`src/rtl/tnn_popcount_sched.sv`:
```
`default_nettype none
// ============================================================================
// Module      : tnn_popcount_sched
// Description : Time-shares one popcount unit among NUM_REQ ternary-neuron
//               requesters. Each job counts the positive-weight vector, then
//               the negative-weight vector. It forms diff = pos - neg and
//               thresholds diff into a ternary activation.
//               Optional macro TNN_SCHED_ERRSTAT_EN accumulates the absolute
//               error of the popcount unit against an exact internal count.
// Revision    : 1.0  initial release
// ============================================================================
module tnn_popcount_sched #(
    parameter int NUM_REQ = 4,
    parameter int IN_W    = 29,
    parameter int CNT_W   = 5,
    parameter int THR_W   = 5,
    parameter int ID_W    = 2
) (
    input  logic                      clk,
    input  logic                      rst_n,
    input  logic [NUM_REQ-1:0]        req_valid,
    output logic [NUM_REQ-1:0]        req_ready,
    input  logic [NUM_REQ*IN_W-1:0]   req_pos,
    input  logic [NUM_REQ*IN_W-1:0]   req_neg,
    input  logic [NUM_REQ*THR_W-1:0]  req_thr,
    output logic [IN_W-1:0]           pc_in,
    input  logic [CNT_W-1:0]          pc_out,
    output logic                      rsp_valid,
    input  logic                      rsp_ready,
    output logic [ID_W-1:0]           rsp_id,
    output logic signed [CNT_W:0]     rsp_diff,
    output logic [1:0]                rsp_act,
    output logic [15:0]               err_acc
);

    localparam int CMP_W = ((CNT_W > THR_W) ? CNT_W : THR_W) + 2;

    typedef enum logic [2:0] {
        ST_IDLE = 3'd0,
        ST_POS  = 3'd1,
        ST_NEG  = 3'd2,
        ST_CMP  = 3'd3,
        ST_RESP = 3'd4
    } state_t;

    state_t                   state;
    state_t                   state_nxt;
    logic [ID_W-1:0]          rr_ptr;
    logic [ID_W-1:0]          gnt_idx;
    logic [ID_W-1:0]          cand;
    logic                     gnt_found;
    logic [IN_W-1:0]          pos_arr [NUM_REQ];
    logic [IN_W-1:0]          neg_arr [NUM_REQ];
    logic [THR_W-1:0]         thr_arr [NUM_REQ];
    logic [IN_W-1:0]          neg_q;
    logic [THR_W-1:0]         thr_q;
    logic [ID_W-1:0]          id_q;
    logic [CNT_W-1:0]         pos_cnt;
    logic [CNT_W-1:0]         neg_cnt;
    logic signed [CNT_W:0]    diff;
    logic signed [CMP_W-1:0]  diff_x;
    logic signed [CMP_W-1:0]  thr_x;
    logic [1:0]               act;

    // Split the flat operand buses into per-requester slices
    generate
        for (genvar gi = 0; gi < NUM_REQ; gi++) begin : g_unpack
            assign pos_arr[gi] = req_pos[gi*IN_W +: IN_W];
            assign neg_arr[gi] = req_neg[gi*IN_W +: IN_W];
            assign thr_arr[gi] = req_thr[gi*THR_W +: THR_W];
        end
    endgenerate

    // Round-robin pick: scan downward so the lowest offset from rr_ptr wins
    always_comb begin
        gnt_found = 1'b0;
        gnt_idx   = '0;
        cand      = '0;
        for (int i = NUM_REQ - 1; i >= 0; i--) begin
            cand = ID_W'((int'(rr_ptr) + i) % NUM_REQ);
            if (req_valid[cand]) begin
                gnt_found = 1'b1;
                gnt_idx   = cand;
            end
        end
    end

    // State register
    always_ff @(posedge clk) begin
        if (!rst_n) begin
            state <= ST_IDLE;
        end else begin
            state <= state_nxt;
        end
    end

    // Next-state logic and the one-cycle grant pulse
    always_comb begin
        state_nxt = state;
        req_ready = '0;
        case (state)
            ST_IDLE: begin
                if (gnt_found) begin
                    req_ready[gnt_idx] = 1'b1;
                    state_nxt          = ST_POS;
                end
            end
            ST_POS:  state_nxt = ST_NEG;
            ST_NEG:  state_nxt = ST_CMP;
            ST_CMP:  state_nxt = ST_RESP;
            ST_RESP: begin
                if (rsp_ready) begin
                    state_nxt = ST_IDLE;
                end
            end
            default: state_nxt = ST_IDLE;
        endcase
    end

    // Signed difference and ternary threshold; widened so -thr cannot overflow
    always_comb begin
        diff   = $signed({1'b0, pos_cnt}) - $signed({1'b0, neg_cnt});
        diff_x = CMP_W'(diff);
        thr_x  = CMP_W'(thr_q);
        if (diff_x >= thr_x) begin
            act = 2'b01;
        end else if (diff_x <= -thr_x) begin
            act = 2'b11;
        end else begin
            act = 2'b00;
        end
    end

    // Job datapath: operand capture, popcount sampling, response register
    always_ff @(posedge clk) begin
        if (!rst_n) begin
            rr_ptr    <= '0;
            pc_in     <= '0;
            neg_q     <= '0;
            thr_q     <= '0;
            id_q      <= '0;
            pos_cnt   <= '0;
            neg_cnt   <= '0;
            rsp_valid <= 1'b0;
            rsp_id    <= '0;
            rsp_diff  <= '0;
            rsp_act   <= 2'b00;
        end else begin
            case (state)
                ST_IDLE: begin
                    if (gnt_found) begin
                        pc_in  <= pos_arr[gnt_idx];
                        neg_q  <= neg_arr[gnt_idx];
                        thr_q  <= thr_arr[gnt_idx];
                        id_q   <= gnt_idx;
                        rr_ptr <= (int'(gnt_idx) == NUM_REQ - 1) ? '0 : gnt_idx + 1'b1;
                    end
                end
                ST_POS: begin
                    pos_cnt <= pc_out;
                    pc_in   <= neg_q;
                end
                ST_NEG: begin
                    neg_cnt <= pc_out;
                end
                ST_CMP: begin
                    rsp_valid <= 1'b1;
                    rsp_id    <= id_q;
                    rsp_diff  <= diff;
                    rsp_act   <= act;
                end
                ST_RESP: begin
                    if (rsp_ready) begin
                        rsp_valid <= 1'b0;
                    end
                end
                default: ;
            endcase
        end
    end

`ifdef TNN_SCHED_ERRSTAT_EN
    localparam int EX_W = $clog2(IN_W + 1);
    localparam int AB_W = (EX_W > CNT_W) ? EX_W : CNT_W;

    logic [AB_W-1:0] exact;
    logic [AB_W-1:0] approx;
    logic [AB_W-1:0] abs_err;
    logic [16:0]     err_sum;
    logic [15:0]     err_q;

    // Exact reference count of the operand currently presented to the unit
    always_comb begin
        exact = '0;
        for (int i = 0; i < IN_W; i++) begin
            exact = exact + AB_W'(pc_in[i]);
        end
        approx  = AB_W'(pc_out);
        abs_err = (approx >= exact) ? (approx - exact) : (exact - approx);
        err_sum = {1'b0, err_q} + 17'(abs_err);
    end

    // Saturating error accumulator, updated on each popcount sample
    always_ff @(posedge clk) begin
        if (!rst_n) begin
            err_q <= '0;
        end else if (state == ST_POS || state == ST_NEG) begin
            err_q <= err_sum[16] ? 16'hFFFF : err_sum[15:0];
        end
    end

    assign err_acc = err_q;
`else
    assign err_acc = 16'h0000;
`endif

endmodule
`default_nettype wire

```
`config.mk`:
```
export PLATFORM = sky130hd
export DESIGN_NAME = tnn_popcount_sched
export DESIGN_NICKNAME = d
export VERILOG_FILES = /design/src/rtl/tnn_popcount_sched.sv
export SDC_FILE = /design/constraint.sdc
export NUM_CORES = 1
export LEC_CHECK = 0
export BUFFER_PORTS_ARGS = -buffer_cell sky130_fd_sc_hd__buf_2
export CAP_MARGIN = 20
export CORE_MARGIN = 5
export CORE_UTILIZATION = 42
export CTS_CLUSTER_DIAMETER = 150
export CTS_CLUSTER_SIZE = 16
export DETAILED_ROUTE_END_ITERATION = 10
export GPL_TIMING_DRIVEN = 0
export PLACE_DENSITY_LB_ADDON = 0.25
export SLEW_MARGIN = 20
export SYNTH_ARGS = -nofsm -noshare
export SYNTH_HDL_FRONTEND = slang
export SYNTH_SLANG_ARGS = --single-unit
```
`constraint.sdc`:
```
create_clock -name clk -period 3.1 [get_ports clk]
set_clock_uncertainty 0.05 [all_clocks]
set_input_delay 0.93 -clock clk [delete_from_list [all_inputs] [get_ports clk]]
set_output_delay 0.93 -clock clk [all_outputs]
set_load 0.005 [all_outputs]
```
==> parameters.txt, run 1 <==
Parameter                              Value

Power
  Net switching fraction of the power    0.395
  NetSw    2.00 mW
  Max rail drop VDD    0.309 mV
  Fraction of power consumed by sequential logic    0.289
  Power share of the combinational group    0.482
  Static leakage    between 4 and 5 nW
  Internal Pwr Total    3.07 mW
  Share of power burned in the clock network    0.229
  Total power divided by cell area    582 nW/um^2

Clock tree
  Sinks on Clock Net    91
  Root Buffer Master    sky130_fd_sc_hd__clkbuf_16
  Clock Tree Buf Depth    2
  Clock latency of the later-clocked register in the worst-skew pair    roughly 0.34 ns
  CTS tree    built
  Number of buffers inserted during clock tree synthesis    9
  CTS clock-pin slew for the worst setup and hold paths    0.06 ns
  Number of levels in the clock H-tree    3
  CTS hold repair buffers    0

STA
  Final critical-path share of the clock period    1.03
  Post-route minimum period    3.19 ns
  Number of pins with negative max-slew slack in the final report    0
  Slew Limit Headroom    0.414
  Final worst slack    -0.0929 ns
  Max Clk Rate    0.313 GHz
  Number of setup violations in the final report    4
  Endpoints failing hold    0
  RSZ-0062 raised after global routing    true
  Tightest Pin Transition    0.877 ns

Placement
  Dpl hpwl    20300 um
  Weighted congestion at the end of routability-driven global placement    0.913
  Cells after DPL    between 1k and 1.5k
  Number of port buffers    just over 300

Routing
  Detail Route Antenna Nets    0
  First-pass detailed-route iteration total    5
  Number of vias per cell after detailed routing    5.26
  Violation count after the first detailed-routing iteration    641
  Total number of vias    7856
  Drt total wl    26400 um
  Average wire per standard cell    about 18 um
  # DRC    0

Cells and area
  Final nets    1586
  Utilization after layout    0.602
  Final Non-Filler Cells    1494
  Share of post-route cells with drive strength above 1    0.302
  Area growth from synthesis to final layout    40.6%
  Fill cell instance count of the final layout    1478

Setup path
  Critical Path Fanout Max    5
  CP required    2.12 ns
  Critical path startpoint    req_valid[0]
  Reg-to-reg critical path startpoint    pos_cnt[0]
  CP Capture Type    primary output
  Category of the most critical setup path    in -> out
  Critical path data arrival time    2.21 ns
  Critical path startpoint category    primary input

Logic synthesis
  Syn avg cell area    6.48 sq um
  Number of synthesized flops with an enable pin    0
  Top cell type's share of synthesized area    0.294
  Post-synthesis async set-or-reset flop share    0
  Mapped Cells    956
  Most frequent cell after synthesis    sky130_fd_sc_hd__nand2_1
  Top post-synthesis cells by area    sky130_fd_sc_hd__dfxtp_1 (29%), sky130_fd_sc_hd__nand2_1 (19%), sky130_fd_sc_hd__nand3_1 (15%)
  Count of yosys warnings during synthesis    0
  Main synth FF type    sky130_fd_sc_hd__dfxtp_1
  Count of state elements after synthesis    91
  Proportion of synthesized chip area in sequential cells    0.294
  Synth unique cells    47
  Cell type with the largest total area after synthesis    sky130_fd_sc_hd__dfxtp_1
  Commonest cells in the netlist    sky130_fd_sc_hd__nand2_1 (318), sky130_fd_sc_hd__nand3_1 (191), sky130_fd_sc_hd__dfxtp_1 (91)
  Cell area after technology mapping    6200 sq um

Global routing
  Aggregate global routing overflow    0
  Initial antenna violation count    3
  Wire length of the first global-routing pass    between 40000 and 50000 um
  Maximum number of pins on one net before global-route repair    21
  Via count of the first global-routing pass    about 7.5k
  Total global-route track usage    0.286

Min path
  Min-Delay Startpoint    neg_q[15]
  Path category of the worst min-delay check    reg -> reg

Floorplanning
  Number of placed I/O pins    324
  Die outline width    131 um
  Row Count    44
  Core area    ~14000 sq um
  Die area    17300 sq um
  Die boundary height    around 130 um
  Initial standard-cell utilization of the core    0.428

Run
  Max Cap Violations    0

Status
  Result of the run    complete, but fails checks
  Failing checks    setup timing
[area by class of cell]
cell class / instances / area [sq um] / area share
Sequential cell: 91 / 1820 / 0.209
Buffer: 87 / 478 / 0.0549
Clock buffer: 11 / 233 / 0.0267
Clock inverter: 5 / 77.6 / 0.00891
Inverter: 15 / 71.3 / 0.00819
Tap cell: 184 / 230 / 0.0264
Timing Repair inverter: 1 / 8.76 / 0.00101
Timing Repair Buffer: 325 / 1790 / 0.205
Multi-Input combinational cell: 772 / 4000 / 0.459
Antenna cell: 3 / 7.51 / 0.000862
[power groups by stage]
stage               logic (mW)  registers, mW  clock network (mW)
floorplan                 1.43           1.48                   0
global placement          2.19           1.48                   0
detailed placement        2.22           1.49                   0
CTS                       2.35           1.46                1.16
global route              2.71           1.48                1.22
finish                    2.44           1.47                1.16
[layer usage]
metal / global-route usage / vias up / wire length (um)
met1: 0.349 / 3590 / 10800
li1: - / 3874 / -
met4: 0.0686 / 0 / 525
met3: 0.0807 / 39 / 2170
met2: 0.499 / 353 / 12900
met5: 0 / - / 0
[critical path, stage by stage]
cell and delay (ns):
sky130_fd_sc_hd__buf_8 0.11, sky130_fd_sc_hd__mux2i_2 0.16, sky130_fd_sc_hd__nor2_1 0.06, sky130_fd_sc_hd__or3_4 0.41, sky130_fd_sc_hd__buf_12 0.16, sky130_fd_sc_hd__ha_4 0.14, sky130_fd_sc_hd__and2_1 0.12, sky130_fd_sc_hd__buf_2 0.12
[repair_timing]
item / 4_1_cts / 5_1_grt
pin swaps: 3 / 6
setup endpoints to repair: 4 / 4
gates resized for setup: 32 / 10
buffers inserted: 8 / 8
endpoints found under the hold margin: 0 / 0
gates cloned: 2 / 2
[state kept, by name, summed over array words and instances (netlist names)]
register,cells
neg_q,29
pc_in,29
rsp_diff,6
neg_cnt,5
pos_cnt,5
thr_q,5
state,3
id_q,2
rr_ptr,2
rsp_act,2
rsp_id,2
rsp_valid,1
[worst paths after layout]
path	end	slack [ns]	cells after the start
setup reg to reg	rsp_act[0]	0.31	12
hold reg to reg	neg_q[15]	0.40	2
hold / removal	neg_q[15]	0.40	2
setup / recovery	req_ready[0]	-0.09	8
[cell families after synthesis]
kind of cell    synth area share
flops                      0.294
simple gates               0.397
compound gates             0.162
other cells             0.000605
buf+inv                   0.0862
mux                      0.00323
fa+ha+maj                 0.0432
xor+xnor                  0.0135
[cells in the final DEF, fill, tap and decap left out, types with 3 or more instances in the layout]
cell | Yosys | final
sky130_fd_sc_hd__buf_2 | 13 | 310
sky130_fd_sc_hd__nor2b_1 | 9 | 9
sky130_fd_sc_hd__clkbuf_16 | 0 | 10
sky130_fd_sc_hd__dfxtp_1 | 91 | 91
sky130_fd_sc_hd__a21boi_1 | 34 | 34
sky130_fd_sc_hd__conb_1 | 1 | 16
sky130_fd_sc_hd__xnor2_1 | 4 | 4
sky130_fd_sc_hd__ha_1 | 19 | 15
sky130_fd_sc_hd__nor3b_1 | 4 | 4
sky130_fd_sc_hd__diode_2 | 0 | 3
sky130_fd_sc_hd__buf_4 | 30 | 44
sky130_fd_sc_hd__buf_12 | 0 | 3
sky130_fd_sc_hd__nand3_1 | 191 | 191
sky130_fd_sc_hd__and2_1 | 7 | 6
sky130_fd_sc_hd__nor2_1 | 13 | 13
sky130_fd_sc_hd__buf_1 | 7 | 7
sky130_fd_sc_hd__a21boi_0 | 10 | 10
sky130_fd_sc_hd__ha_4 | 0 | 4
sky130_fd_sc_hd__o21ai_0 | 34 | 34
sky130_fd_sc_hd__nor3_1 | 3 | 3
sky130_fd_sc_hd__a21oi_1 | 71 | 71
sky130_fd_sc_hd__xor2_1 | 3 | 3
sky130_fd_sc_hd__clkbuf_1 | 43 | 43
sky130_fd_sc_hd__nand2_1 | 318 | 318
sky130_fd_sc_hd__inv_1 | 13 | 13
sky130_fd_sc_hd__a21o_1 | 3 | 3
[per-stage QoR]
step | setup TNS, ns | setup slack [ns] | hold slack [ns] | instance area [sq um] | power [mW]
after floorplan | 0 | 0.0128 | 0.382 | 6260 | 2.90
after global placement | -3.15 | -0.802 | 0.388 | 8020 | 3.66
after detailed placement | -2.90 | -0.734 | 0.392 | 8020 | 3.70
after CTS | -0.281 | -0.0755 | 0.400 | 8590 | 4.97
after global routing | -0.462 | -0.130 | 0.417 | 8710 | 5.41
final | -0.288 | -0.0929 | 0.400 | 8710 | 5.07
Power figures use the tool's default switching activity.
==> run 2, diff against run 1 <==
- PLACE_DENSITY: unset -> 0.78
- PLACE_DENSITY_LB_ADDON: 0.25 -> unset
==> parameters.txt, run 2 (synthesis gave the netlist of run 1 again) <==
Parameter                              Value

Status
  Result of the run    complete, but fails checks
  Failing checks    setup timing

Floorplanning
  Number of placed I/O pins    324
  Die outline width    131 um
  Die area    17300 sq um
  Die boundary height    about 130 um
  Core area    14500 sq um
  Row Count    44
  Initial standard-cell utilization of the core    0.428

Min path
  Path category of the worst min-delay check    reg -> reg

Routing
  Number of vias per cell after detailed routing    5.37
  Average wire per standard cell    17.5 um
  Violation count after the first detailed-routing iteration    635
  Drt total wl    26100 um
  First-pass detailed-route iteration total    6
  Detail Route Antenna Nets    0
  # DRC    0
  Total number of vias    8007

Cells and area
  Commonest non-fill, non-tap cells in the layout    sky130_fd_sc_hd__nand2_1 (318), sky130_fd_sc_hd__buf_2 (309), sky130_fd_sc_hd__nand3_1 (191)
  Area occupied by multi-input gates    3980 sq um
  Seq. cell area    1820 sq um
  Registers with the most flip-flops    neg_q: 29 flops, pc_in: 29 flops, rsp_diff: 6 flops
  Share of post-route cells with drive strength above 1    0.300
  Final instance area    8690 sq um
  Most common library cell in the layout ignoring fill and taps    sky130_fd_sc_hd__nand2_1
  Area growth from synthesis to final layout    40.3%
  Fill cell instance count of the final layout    1446
  Final nets    1586

Global routing
  Aggregate global routing overflow    0
  Initial antenna violation count    2
  Wire length of the first global-routing pass    40100 um
  Maximum number of pins on one net before global-route repair    20
  Total global-route track usage    0.285
  Via count of the first global-routing pass    just under 8k

Power
  Total Power    5.07 mW
  Max rail drop VDD    between 0.2 and 0.3 mV
  NetSw    1.97 mW
  Net switching fraction of the power    0.390
  Power share of the combinational group    0.480
  Fraction of power consumed by sequential logic    0.290
  Static leakage    4.30 nW
  Internal Pwr Total    3.09 mW
  Share of power burned in the clock network    0.230
  Total power divided by cell area    583 nW/um^2

Clock tree
  CTS clock-pin slew for the worst setup and hold paths    0.06 ns
  Number of levels in the clock H-tree    3
  CTS tree    built
  Number of buffers inserted during clock tree synthesis    9
  Root Buffer Master    sky130_fd_sc_hd__clkbuf_16
  Sinks on Clock Net    91
  CTS hold repair buffers    0
  Clock latency of the later-clocked register in the worst-skew pair    0.34 ns
  Clock Tree Buf Depth    2

STA
  Number of pins with negative max-slew slack in the final report    0
  RSZ-0062 raised after global routing    true
  Slew Limit Headroom    0.362
  Post-route minimum period    about 3.1 ns
  Tightest Pin Transition    0.954 ns
  Number of setup violations in the final report    3
  Final critical-path share of the clock period    1.01
  Endpoints failing hold    0
  Setup_tns    -0.0583 ns
  Worst hold slack    0.398 ns
  Max Clk Rate    between 0.3 and 0.4 GHz
  Final worst slack    -0.0300 ns

Setup path
  CP peak stage delay    0.44 ns
  Cell class contributing the biggest share of worst-path delay    simple AND/OR/NAND/NOR gates
  Critical path data arrival time    ~2.2 ns
  Crit path cell chain    buf_8, nand2b_1, a21oi_1, or3_4, buf_12, ha_4, and2_1, buf_2
  Critical path buffer and inverter count    3
  Critical Path Fanout Max    4
  CP Capture Type    primary output
  CP required    around 2.1 ns
  Slowest CP cell    sky130_fd_sc_hd__or3_4
  Critical path startpoint category    primary input
  Category of the most critical setup path    in -> out

Placement
  Dpl hpwl    20000 um
  Number of port buffers    between 300 and 400
  Weighted congestion at the end of routability-driven global placement    0.898
  Area of placed instances    8020 sq um
  Pre-CTS setup slack    -0.779 ns

Run
  Max Cap Violations    0
[run 2: timing repair]
| action | CTS | global route |
|---|---|---|
| resized for setup | 36 | 1 |
| pin swaps | 7 | 3 |
| setup buffers | 15 | 1 |
| endpoints found under the setup margin | 4 | 4 |
| gates cloned | 4 | 0 |
[run 2: path summary, 6_finish.rpt]
| path | from | to | slack, ns | cells past startpoint |
|---|---|---|---|---|
| max | req_valid[2] | req_ready[2] | -0.03 | 8 |
| min | neg_q[7] | neg_q[7] | 0.40 | 2 |
| max reg2reg | pos_cnt[0] | rsp_act[0] | 0.28 | 12 |
| min reg2reg | neg_q[7] | neg_q[7] | 0.40 | 2 |
[run 2: power by group through the flow]
stage          clock [mW]  combinational (mW)  sequential (mW)
2_1_floorplan           0                1.43             1.48
3_3_place_gp            0                2.17             1.48
3_5_place_dp            0                2.21             1.49
4_1_cts              1.18                2.41             1.47
5_1_grt              1.23                2.68             1.49
6_report             1.17                2.43             1.47
[run 2: worst reg2reg max path, stage by stage, from the launching register on]
cell	delay, ns
sky130_fd_sc_hd__dfxtp_1	0.31
sky130_fd_sc_hd__inv_1	0.05
sky130_fd_sc_hd__ha_1	0.13
sky130_fd_sc_hd__inv_1	0.05
sky130_fd_sc_hd__fa_1	0.39
sky130_fd_sc_hd__xor2_1	0.37
sky130_fd_sc_hd__ha_1	0.34
sky130_fd_sc_hd__nor2b_1	0.14
sky130_fd_sc_hd__a221oi_1	0.27
sky130_fd_sc_hd__o31ai_1	0.11
sky130_fd_sc_hd__o31a_1	0.27
sky130_fd_sc_hd__nor2_1	0.11
sky130_fd_sc_hd__o221a_2	0.18
[run 2: metrics by stage]
| step | std cells | utilization |
|---|---|---|
| 2_1_floorplan | 971 | - |
| 3_3_place_gp | 1461 | 0.554 |
| 3_5_place_dp | 1461 | 0.554 |
| 4_1_cts | 1490 | 0.600 |
| 5_1_grt | 1491 | 0.601 |
| 6_report | 1491 | 0.601 |
[run 2: layout make-up]
type | instances | share of cell area
Antenna cell | 1 | 0.000288
Timing Repair Buffer | 325 | 0.207
Inverter | 15 | 0.00763
Tap cell | 184 | 0.0265
Sequential cell | 91 | 0.210
Multi-Input combinational cell | 772 | 0.458
Clock inverter | 2 | 0.00691
Timing Repair inverter | 1 | 0.000720
Clock buffer | 13 | 0.0288
Buffer | 87 | 0.0550
[run 2: layer usage]
layer  wire (um)  GRT usage
met3        2630     0.0661
met2       12500      0.490
met1       10100      0.346
met5          14          0
met4         863      0.111
